## src/rtl/orv64_irf_wb_arb.sv

```systemverilog
// Integer regfile writeback arbiter: merges MA-stage writes with buffered
// long-latency completions and tracks destinations with an LL op in flight.
module orv64_irf_wb_arb #(
  parameter int XLEN     = 64,
  parameter int AW       = 5,
  parameter int LL_DEPTH = 2
) (
  input  logic                 clk,
  input  logic                 rst,
  input  logic                 ma_we,
  input  logic [AW-1:0]        ma_rd_addr,
  input  logic [XLEN-1:0]      ma_rd,
  input  logic                 ll_iss_vld,
  input  logic [AW-1:0]        ll_iss_addr,
  input  logic                 ll_vld,
  output logic                 ll_rdy,
  input  logic [AW-1:0]        ll_addr,
  input  logic [XLEN-1:0]      ll_data,
  output logic                 rf_we,
  output logic [AW-1:0]        rf_wa,
  output logic [XLEN-1:0]      rf_wd,
  output logic [2**AW-1:0]     busy,
  output logic                 wb_stall
);

  localparam int PW   = $clog2(LL_DEPTH);
  localparam int CW   = PW + 1;
  localparam int NREG = 2**AW;

  logic [AW-1:0]   addr_mem [LL_DEPTH];
  logic [XLEN-1:0] data_mem [LL_DEPTH];

  logic [PW-1:0]   rd_ptr_reg, wr_ptr_reg;
  logic [CW-1:0]   count_reg, count_next;
  logic            full, empty;

  logic            ma_sel, ll_push_cand, pop, bypass, push;
  logic            rf_we_next;
  logic [AW-1:0]   rf_wa_next;
  logic [XLEN-1:0] rf_wd_next;
  logic            ll_wr;
  logic [AW-1:0]   ll_wr_addr;

  logic [NREG-1:0] busy_reg, busy_next, set_vec, clr_vec;

  assign full     = (count_reg == CW'(LL_DEPTH));
  assign empty    = (count_reg == '0);
  assign ll_rdy   = ~full & ~rst;
  assign wb_stall = full & ~rst;
  assign busy     = busy_reg;

  // x0 destinations are handshaken but never stored or written.
  assign ma_sel       = ma_we & (ma_rd_addr != '0);
  assign ll_push_cand = ll_vld & ll_rdy & (ll_addr != '0);
  assign pop          = ~ma_sel & ~empty;
  assign bypass       = ~ma_sel & empty & ll_push_cand;
  assign push         = ll_push_cand & ~bypass;

  always_comb begin
    rf_we_next = 1'b0;
    rf_wa_next = rf_wa;
    rf_wd_next = rf_wd;
    ll_wr      = 1'b0;
    ll_wr_addr = '0;
    if (ma_sel) begin
      rf_we_next = 1'b1;
      rf_wa_next = ma_rd_addr;
      rf_wd_next = ma_rd;
    end else if (pop) begin
      rf_we_next = 1'b1;
      rf_wa_next = addr_mem[rd_ptr_reg];
      rf_wd_next = data_mem[rd_ptr_reg];
      ll_wr      = 1'b1;
      ll_wr_addr = addr_mem[rd_ptr_reg];
    end else if (bypass) begin
      rf_we_next = 1'b1;
      rf_wa_next = ll_addr;
      rf_wd_next = ll_data;
      ll_wr      = 1'b1;
      ll_wr_addr = ll_addr;
    end
  end

  always_comb begin
    count_next = count_reg;
    case ({push, pop})
      2'b10:   count_next = count_reg + 1'b1;
      2'b01:   count_next = count_reg - 1'b1;
      default: count_next = count_reg;
    endcase
  end

  // Set wins over a same-edge clear so a back-to-back reissue stays tracked.
  generate
    for (genvar gi = 0; gi < NREG; gi++) begin : g_busy
      assign set_vec[gi]   = (gi != 0) & ll_iss_vld & (ll_iss_addr == AW'(gi));
      assign clr_vec[gi]   = ll_wr & (ll_wr_addr == AW'(gi));
      assign busy_next[gi] = set_vec[gi] | (busy_reg[gi] & ~clr_vec[gi]);
    end
  endgenerate

  always_ff @(posedge clk) begin
    if (push) begin
      addr_mem[wr_ptr_reg] <= ll_addr;
      data_mem[wr_ptr_reg] <= ll_data;
    end
  end

  always_ff @(posedge clk) begin
    if (rst) begin
      rd_ptr_reg <= '0;
      wr_ptr_reg <= '0;
      count_reg  <= '0;
      rf_we      <= 1'b0;
      rf_wa      <= '0;
      rf_wd      <= '0;
      busy_reg   <= '0;
    end else begin
      if (push) wr_ptr_reg <= wr_ptr_reg + 1'b1;
      if (pop)  rd_ptr_reg <= rd_ptr_reg + 1'b1;
      count_reg <= count_next;
      rf_we     <= rf_we_next;
      rf_wa     <= rf_wa_next;
      rf_wd     <= rf_wd_next;
      busy_reg  <= busy_next;
    end
  end

  always_ff @(posedge clk) begin
    if (!rst && ll_iss_vld && (ll_iss_addr != '0)) begin
      assert (!busy_reg[ll_iss_addr] || clr_vec[ll_iss_addr])
        else $error("orv64_irf_wb_arb: LL issue to already-busy x%0d", ll_iss_addr);
    end
  end

endmodule

```

## config.mk

```make
export PLATFORM = sky130hd
export DESIGN_NAME = orv64_irf_wb_arb
export DESIGN_NICKNAME = d
export VERILOG_FILES = /design/src/rtl/orv64_irf_wb_arb.sv
export SDC_FILE = /design/constraint.sdc
export NUM_CORES = 1
export LEC_CHECK = 0
export CELL_PAD_IN_SITES_DETAIL_PLACEMENT = 1
export CELL_PAD_IN_SITES_GLOBAL_PLACEMENT = 2
export CORE_ASPECT_RATIO = 1.75
export CORE_MARGIN = 4
export CORE_UTILIZATION = 33
export CTS_BUF_LIST = sky130_fd_sc_hd__clkbuf_4
export CTS_CLUSTER_SIZE = 16
export DETAILED_ROUTE_END_ITERATION = 12
export HOLD_SLACK_MARGIN = 0.06
export MAX_ROUTING_LAYER = met4
export PLACE_DENSITY_LB_ADDON = 0.1
export SLEW_MARGIN = 20
export SYNTH_ARGS = -nofsm -noshare
export SYNTH_HDL_FRONTEND = slang
export SYNTH_SLANG_ARGS = --single-unit
```

## constraint.sdc

```tcl
create_clock -name clk -period 6.5 [get_ports clk]
set_input_delay 0.975 -clock clk [delete_from_list [all_inputs] [get_ports clk]]
set_output_delay 0.975 -clock clk [all_outputs]
set_load 0.02 [all_outputs]
```

* Word level (Yosys, flattened, before mapping)
Memories as Yosys holds them, arrays and structs flattened. A register that Yosys moved wholly into a read port is not among the register bits.
Index checks and enable logic that the tools add are counted.
** Storage, ports and cells
- Flip-flop bits (word level) :: 106
- Memory bits (writable) :: 138
- Bits of input ports :: 148
- Output and inout port bits :: 104
- Logic and storage cells :: 276
- Memories kept :: 2
** Memory list
- data_mem :: words 2, width 64, read ports 1, clocked after Yosys merged registers in 1, write ports 1, line 31 : logic [XLEN-1:0] data_mem [LL_DEPTH];
- addr_mem :: words 2, width 5, read ports 1, clocked after Yosys merged registers in 1, write ports 1, line 30 : logic [AW-1:0] addr_mem [LL_DEPTH];
** Cells by class
- $add $sub $neg :: 4
- Eq/ne operators :: 65
- Multiplexer cells :: 20
- Bitwise operators :: 172
- Reductions and logical operators :: 6
** Operator list (count)
- $mux 64 :: 3
- $eq 5x5->1 const B :: 32
- $and 1x1->1 :: 104
- $eq 5x4->1 const B :: 16
- $eq 5x3->1 const B :: 8
- $not 1->1 :: 37
- $or 1x1->1 :: 31
- $mux 5 :: 6
- $eq 5x2->1 const B :: 4
- $eq 5x1->1 const B :: 2
- $mux 1 :: 10
- $reduce_bool 5->1 :: 2
- $logic_not 5->1 :: 1
- $eq 2x2->1 const B :: 2
- $pmux 2 s2 :: 1
- $reduce_bool 3->1 :: 1
- $add 1x1->1 const B :: 2
- $add 2x1->2 const B :: 1
- $eq 2x1->1 const B :: 1
- $logic_not 2->1 :: 1
- $reduce_bool 2->1 :: 1
- $sub 2x1->2 const B :: 1

* Longest topological paths before layout
Gate-level depths: netlist of run 1.
- Depth after elaboration :: 14
- Mapped depth :: 9
- Depth with buffers taken out :: 7

* Least setup slack after synthesis of run 1
Ideal clock, no wire load.
- Kind :: input -> register
- Start :: input rst
- End :: memory addr_mem[1][0] (enable)
- Setup time :: 0.496 ns
- Arrival :: 4.810 ns
- Data required time :: 6.004 ns
- Slack :: 1.194 ns
- Stages :: 5
- Path buffers :: 1
- Path through :: clkbuf_1 -> nor2b_1 -> o21ai_2 -> or3_1 -> nor2_1
** On the way
- Cells in the longest elaborated chain, start to end :: 9
** Ends and longest elaborated chain
- start, declared :: line 9 : input logic rst,
- $not 1->1 * :: line 48 : assign ll_rdy = ~full & ~rst;
- $and 1x1->1 * :: line 48
- $and 1x1->1 * (2 in series) :: line 54 : assign ll_push_cand = ll_vld & ll_rdy & (ll_addr != '0);
- $and 1x1->1 :: line 56 : assign bypass = ~ma_sel & empty & ll_push_cand;
- $not 1->1 :: line 57 : assign push = ll_push_cand & ~bypass;
- $and 1x1->1 * :: line 57
- $mux 1 * :: line 103 : if (push) begin
- $mux 1 (not written as such) * :: line 104 : addr_mem[wr_ptr_reg] <= ll_addr;
- end, declared :: line 30
Mark *: on every way between the ends. The rest lies on a longest branch, timed or not.

* Final worst setup path of run 1
- Start :: input ll_addr[0]
- End :: memory data_mem[0][38] (enable)
** On the way
- Cells in the longest elaborated chain, start to end :: 7
** Ends and longest elaborated chain
- start, declared :: line 17 : input logic [AW-1:0] ll_addr,
- $reduce_bool 5->1 * :: line 54
- $and 1x1->1 * :: line 54
- $and 1x1->1 :: line 56
- $not 1->1 :: line 57
- $and 1x1->1 * :: line 57
- $mux 1 * :: line 103
- $mux 1 (not written as such) * :: line 105 : data_mem[wr_ptr_reg] <= ll_data;
- end, declared :: line 31
Marks and branches as above.

==> flow_summary.toml, run 1 <==
[routing]
first_pass_iters = 4
avgRoutedWirePerCell_microns = 21.3
wl_microns = 35100
route.detailed.drc = 0
vias = 8792
routed.top_layer = "met4"
antenna_left = 0
drtIter0Drc = 386
dr_wl_met2_microns = 19400
dr_wl_met3_microns = 1510
vias_per_cell = 5.34
wirelength_met1_microns = 13300

[sta]
setup_viol = 0
rsz0062_at_grt = "no"
period_needed_ns = 3.44
fin_crit_sh = 0.529
slew_headroom = 0.298
setup_ws_ns = 3.06
setup_tns_ns = 0
timing.fmax_ghz = 0.291
slew_viol_final = 0
hold_viol = 0
worst_pin_slew_ns = 1.05
clock_skew_ns = 0.0380

[critical_path]
cpMaxStageDelayCell = "clkinv_2"
crit_family = "buffers and inverters"
reg2reg_setup_slack_ns = 3.71
slowest_delay_ns = 0.66
endpoint_kind = "flop"
worstPathRequired_ns = 6.92
path_max_fanout = 46
crit_buf_inv = 3
start_kind = "input port"
cpMostUsedCell = "or4_1"
crit_arrival_ns = 3.86
crit_chain = "clkdlybuf4s50_1 -> or4_1 -> o21ai_2 -> or4_1 -> clkinv_2 -> buf_4"
critical_path_class = "in -> reg"

[clock_network]
cts_resized = 0
clk_latency_ns = 0.72
post_cts_buffers = 0
clkSlewWorstSetupHoldPaths_ns = 0.07
root_buffer = "clkbuf_4"
hold_buffers = 0
cts_buffers = 66
clock_sinks = 245
cts_buffer_depth = 3
htree_levels = 3
cts_tree = "done"

[synth]
syn_avg_cell_area_sq_um = 11.1
syn_inst = 951
synth-edff-count = 138
syn_nets = 1100
async_reset_ff_frac = 0
synth_cell_types = 52
synth_seq_cells = 245
yosysWarnings = 0
ys_seq_area_frac = 0.597
synthFlopType = "edfxtp_1"
syn_area_sq_um = 10500

[die]
die_w_microns = 143
die-area_sq_um = 35000
num_io_pins = 252
num_rows = 86
die_y_microns = 244
initial_core_util = 0.334
core_sq_um = 31500

[worst_hold_path]
min_path_type = "reg -> reg"

[pwr]
total_power_mw = 5.10
ir_worst_vdd_uv = 253
p_per_area_nw_per_um2 = 360
leakagePower_nw = 4.59

[outcome]
outcome = "complete, no violations"

[layout]
fin_cells = 1647
final_cell_mix = "clkdlybuf4s50_1, edfxtp_1, nand2_1, dfxtp_1, clkbuf_4"
largest_reg_flops = 128
nNetsFinal = 1348
area.growth.synth_to_final_pct = 34.6
final_common_cell = "clkdlybuf4s50_1"
drive_gt1_frac = 0.109

[placed_design]
gp_congestion = 0.765
io_buffer_count = 251
hpwl_microns = 22600
post-place-ws_ns = 2.17
post-place-cells = 1527

[job]
drv_cap = 0

[global_routing]
grt_pass1_vias = 9528
grt_first_pass_wirelength_microns = 53500
antenna_found_initial = 4
grt_max_degree = 88
overflow = 0
track_usage = 0.204
-- tightest hold or removal path: cells and delay by family (launching register included) --
kind                   cells  cell delay (ns)
DFF                        1             0.33
buffers and inverters      1             0.05
AOI/OAI and AO/OA          1             0.04
-- cell families after synthesis --
| family | share of synthesized area |
|---|---|
| flops | 0.597 |
| xor+xnor | 0.00166 |
| simple gates | 0.140 |
| buf+inv | 0.0354 |
| fa+ha+maj | 0.00119 |
| mux | 0.0666 |
| compound gates | 0.158 |
-- cell usage after synthesis, drive strengths merged, types with 5 or more instances --
library cell,count,area (sq um)
o211ai,65,488
a2bb2oi,5,50.0
nand2,132,495
a311oi,75,657
dfxtp,107,2140
a21oi,26,130
o21ai,12,63.8
a31oi,23,144
nor3,76,380
or3,5,31.3
inv,5,18.8
buf,26,140
nor4,6,37.5
edfxtp,138,4140
nor2,76,288
clkbuf,56,210
mux2i,69,691
-- layer usage --
metal,vias to the layer above,track usage
li1,4176,-
met1,4338,0.217
met2,213,0.367
met3,65,0.0401
met4,0,0.0803
met5,-,-
-- layout make-up --
cell class	count	area (sq um)
fill	3480	17300
sequential	245	6290
multi-input combinational	618	3910
timing repair buffer	262	2590
clock buffer	105	788
tap	396	495
clock inverter	11	68.8
inverter	6	23.8
antenna	4	10.0
-- final timing paths --
path                                                 from                         to  cells after the start
worst max register to register  count_reg[0]$_SDFFE_PP0P_     rf_wd[53]$_SDFFE_PP0P_                      5
worst min register to register         busy[0]$_SDFF_PP0_         busy[0]$_SDFF_PP0_                      2
worst min-delay path                   busy[0]$_SDFF_PP0_         busy[0]$_SDFF_PP0_                      2
worst max-delay path                           ll_addr[0]  data_mem[0][38]$_DFFE_PP_                      6
-- metrics by stage --
stage	area, sq um	hold WS, ns	util
detailed placement	13300	0.450	0.422
global route	14200	0.492	0.450
global placement	13300	0.461	0.422
finish	14200	0.462	0.450
floorplan	10500	0.456	-
CTS	14200	0.463	0.449
-- where the power goes --
part,switching [mW],leakage (nW),internal (mW)
logic,1.06,1.94,0.666
clock network,0.652,0.515,0.769
registers,0.123,2.14,1.83
No activity file was read; power rests on OpenSTA's default activity.
==> run 2: changes to the inputs <==
==> constraint.sdc (replaced) <==
create_clock -name clk -period 3.3 [get_ports clk]
set_input_delay 0.495 -clock clk [delete_from_list [all_inputs] [get_ports clk]]
set_output_delay 0.495 -clock clk [all_outputs]
set_load 0.02 [all_outputs]
==> run 2 against run 1 <==
Routed wire length shrank 1.7%. Power is 96% higher. Final cell count up 0.91%. Largest power group unchanged.
==> flow_summary.toml, run 2 (same netlist as run 1, synthesis figures left out) <==
[sta]
period_needed_ns = 2.76
rsz0062_at_grt = "no"
timing.fmax_ghz = 0.362
setup_viol = 0
hold_viol = 0
slew_viol_final = 0
fin_crit_sh = 0.837
slew_headroom = 0.340
clock_skew_ns = 0.0268
setup_tns_ns = 0
worst_pin_slew_ns = 0.990

[placed_design]
gp_congestion = 0.796
hpwl_microns = 23100
io_buffer_count = 251
post-place-cells = 1546

[critical_path]
worstReg2RegEnd = "busy[10]$_SDFF_PP0_"
crit_family = "buffers and inverters"
cpMaxStageDelayCell = "clkdlybuf4s50_1"
worstPathRequired_ns = 2.80
reg2reg_depth = 4
crit_arrival_ns = 2.27
start_kind = "flop"
r2r_start = "count_reg[0]$_SDFFE_PP0P_"
endpoint_kind = "output pin"
path_max_fanout = 7
cp.depth = 3
crit_buf_inv = 2
critical_path_class = "reg -> out"
reg2reg_setup_slack_ns = 0.98
crit_chain = "inv_1 -> nor3_1 -> clkdlybuf4s50_1"
startpoint = "count_reg[1]$_SDFFE_PP0P_"
slowest_delay_ns = 0.66

[outcome]
outcome = "complete, no violations"

[layout]
final_cell_mix = "clkdlybuf4s50_1, edfxtp_1, nand2_1, dfxtp_1, clkbuf_4"
final_common_cell = "clkdlybuf4s50_1"
area.growth.synth_to_final_pct = 36.1
nNetsFinal = 1361
largest_reg_flops = 128
drive_gt1_frac = 0.117
regArea_sq_um = 6290
multiInputGateArea_sq_um = 3900
fin_cells = 1662
fillCellCount = 3504

[clock_network]
cts_tree = "done"
root_buffer = "clkbuf_4"
htree_levels = 2
post_cts_buffers = 0
clk_latency_ns = 0.72
clkSlewWorstSetupHoldPaths_ns = 0.07
cts_resized = 0
hold_buffers = 0
cts_buffers = 60
cts_buffer_depth = 3
clock_sinks = 245

[worst_hold_path]
hold_depth = 2
hold_end = "count_reg[0]$_SDFFE_PP0P_"
min_path_type = "in -> reg"
min_from = "rst"

[routing]
wl_microns = 34600
avgRoutedWirePerCell_microns = 20.8
vias = 8824
route.detailed.drc = 0
antenna_left = 0
first_pass_iters = 4
vias_per_cell = 5.31
drtIter0Drc = 376

[job]
drv_cap = 0

[die]
die_w_microns = 143
core_sq_um = 31500
initial_core_util = 0.334
num_io_pins = 252
die-area_sq_um = 35000
die_y_microns = 244
num_rows = 86

[global_routing]
grt_pass1_vias = 9383
overflow = 0
antenna_found_initial = 2
track_usage = 0.201
grt_first_pass_wirelength_microns = 53200
grt_max_degree = 129

[pwr]
p_per_area_nw_per_um2 = 697
ir_worst_vdd_uv = 505
leakagePower_nw = 4.66
[run 2: worst max path at each step]
stage	endpoint	slack (ns)
after global placement	count_reg[1]$_SDFFE_PP0P_	0.38
after global routing	wb_stall	0.35
final	wb_stall	0.54
after detailed placement	rf_wd[29]$_SDFFE_PP0P_	0.30
after CTS	wb_stall	0.41
after floorplan	addr_mem[1][0]$_DFFE_PP_	0.38
[run 2: final cells by class]
class,count,area share
Inverter,6,0.00183
Timing Repair Buffer,281,0.195
Clock inverter,17,0.00646
Antenna cell,2,0.000349
Tap cell,396,0.0346
Clock buffer,97,0.0508
Multi-Input combinational cell,618,0.272
Sequential cell,245,0.439
[run 2: where the power goes]
group	total (mW)	switching, mW	internal, mW
Clock	2.66	1.25	1.41
Sequential	3.79	0.194	3.59
Combinational	3.55	2.14	1.41
Total	9.99	3.58	6.41
[run 2: metal layers]
layer / up-vias / GRT usage / share of wire
li1: 4203 / - / -
met1: 4335 / 0.223 / 0.39
met2: 229 / 0.364 / 0.55
met3: 57 / 0.0321 / 0.042
met4: 0 / 0.0641 / 0.024
met5: - / - / 0
[run 2: per-stage QoR]
| step | util | power, mW | hold slack (ns) | setup slack [ns] | area, sq um |
|---|---|---|---|---|---|
| CTS | 0.454 | 10.2 | 0.150 | 0.413 | 14300 |
| finish | 0.455 | 9.99 | 0.253 | 0.538 | 14300 |
| detailed placement | 0.428 | 7.47 | 0.454 | 0.302 | 13500 |
| global placement | 0.428 | 7.43 | 0.461 | 0.378 | 13500 |
| global route | 0.455 | 10.6 | 0.177 | 0.349 | 14300 |
| floorplan | - | 5.99 | 0.456 | 0.377 | 10500 |
==> run 3: changes to the inputs <==
==> constraint.sdc (replaced) <==
create_clock -name clk -period 2.8 [get_ports clk]
set_input_delay 0.42 -clock clk [delete_from_list [all_inputs] [get_ports clk]]
set_output_delay 0.42 -clock clk [all_outputs]
set_load 0.02 [all_outputs]
==> run 3 against run 2 <==
Global-route usage rose by 0.21 points. Critical path type unchanged. Critical endpoint is now ll_rdy. Combinational power grew 21%. Highest routed layer unchanged. Sequential power grew 18%.
==> flow_summary.toml, run 3 (same netlist as run 1, synthesis figures left out) <==
[layout]
post-route-util = 0.461
final_common_cell = "clkdlybuf4s50_1"
drive_gt1_frac = 0.127
area.growth.synth_to_final_pct = 38.0
final_cell_mix = "clkdlybuf4s50_1, edfxtp_1, nand2_1, dfxtp_1, clkbuf_4"
largest_reg_flops = 128
nNetsFinal = 1379
fin_cells = 1680

[critical_path]
crit_buf_inv = 1
cpMaxStageDelayCell = "dfxtp_1"
worstPathRequired_ns = 2.38
path_max_fanout = 10
slowest_delay_ns = 0.65
start_kind = "flop"
critical_path_class = "reg -> out"
endpoint_kind = "output pin"
crit_chain = "o21a_1 -> clkdlybuf4s50_1"
crit_arrival_ns = 2.13
crit_family = "flip-flops"

[die]
die-area_sq_um = 35000
num_rows = 86
initial_core_util = 0.334
num_io_pins = 252
die_w_microns = 143
die_y_microns = 244
core_sq_um = 31500

[clock_network]
htree_levels = 2
cts_buffers = 61
root_buffer = "clkbuf_4"
clk_latency_ns = 0.72
cts_buffer_depth = 3
post_cts_buffers = 0
clock_sinks = 245
clkSlewWorstSetupHoldPaths_ns = 0.08
cts_tree = "done"

[outcome]
outcome = "complete, no violations"

[sta]
setup_tns_ns = 0
fin_crit_sh = 0.912
hold_viol = 0
slew_viol_final = 0
setup_viol = 0
period_needed_ns = 2.55
timing.fmax_ghz = 0.391
rsz0062_at_grt = "no"
clock_skew_ns = 0.0289
slew_headroom = 0.333
worst_pin_slew_ns = 0.997

[placed_design]
hpwl_microns = 23500
gp_congestion = 0.793
post-place-cells = 1563
io_buffer_count = 251

[routing]
vias = 8846
antenna_left = 0
avgRoutedWirePerCell_microns = 20.7
wl_microns = 34800
drtIter0Drc = 331
vias_per_cell = 5.27
route.detailed.drc = 0
first_pass_iters = 4

[global_routing]
antenna_found_initial = 3
track_usage = 0.203
grt_pass1_vias = 9604
grt_first_pass_wirelength_microns = 54200
overflow = 0
grt_max_degree = 129

[pwr]
p_per_area_nw_per_um2 = 821
ir_worst_vdd_uv = 1110
leakagePower_nw = 4.76

[job]
drv_cap = 0

[worst_hold_path]
min_path_type = "in -> reg"
[run 3: timing repair]
| item | CTS | global route |
|---|---|---|
| setup endpoints to repair | 0 | 1 |
| hold buffers | 0 | 0 |
| resized for setup | 0 | 1 |
[run 3: path summary, 6_finish.rpt]
kind | from | end | slack, ns | cells past startpoint
worst max-delay path | count_reg[0]$_SDFFE_PP0P_ | ll_rdy | 0.25 | 2
worst min-delay path | ma_rd[35] | rf_wd[35]$_SDFFE_PP0P_ | 0.29 | 3
worst max register to register | count_reg[0]$_SDFFE_PP0P_ | busy[31]$_SDFF_PP0_ | 0.54 | 5
worst min register to register | busy[0]$_SDFF_PP0_ | busy[0]$_SDFF_PP0_ | 0.46 | 2
[run 3: final cells by class]
cell class | instances | area [sq um]
Fill cell | 3457 | 17000
Sequential cell | 245 | 6290
Multi-Input combinational cell | 618 | 3910
Timing Repair Buffer | 298 | 2980
Clock buffer | 94 | 706
Tap cell | 396 | 495
Clock inverter | 20 | 128
Inverter | 6 | 26.3
Antenna cell | 3 | 7.51
[run 3: where the power goes]
group | total (mW) | internal, mW | switching (mW)
clock network | 3.18 | 1.71 | 1.47
registers | 4.48 | 4.23 | 0.245
logic | 4.28 | 1.74 | 2.54
[run 3: per-layer routing]
layer,track usage,wire length [microns],vias to the layer above
met1,0.232,13900,4323
met2,0.362,18800,236
met4,0.0590,633,0
met5,-,0,-
met3,0.0327,1440,44
li1,-,-,4243
[run 3: through the flow]
| step | setup WS [ns] | instance area, sq um | power, mW | hold slack (ns) |
|---|---|---|---|---|
| finish | 0.246 | 14500 | 11.9 | 0.286 |
| global route | 0.0998 | 14500 | 12.7 | 0.214 |
| CTS | 0.0495 | 14500 | 12.2 | 0.209 |
| detailed placement | 0.0945 | 13700 | 8.91 | 0.449 |
| global placement | 0.159 | 13700 | 8.86 | 0.437 |
| floorplan | 0.0365 | 10500 | 7.06 | 0.456 |
[run 3: worst reg2reg max path, cell delays in order (launching register included)]
cell       delay (ns)
dfxtp_1          0.65
nor4b_4          0.15
buf_4            0.18
a2bb2oi_1        0.78
nor2_1           0.12
a311oi_1         0.28
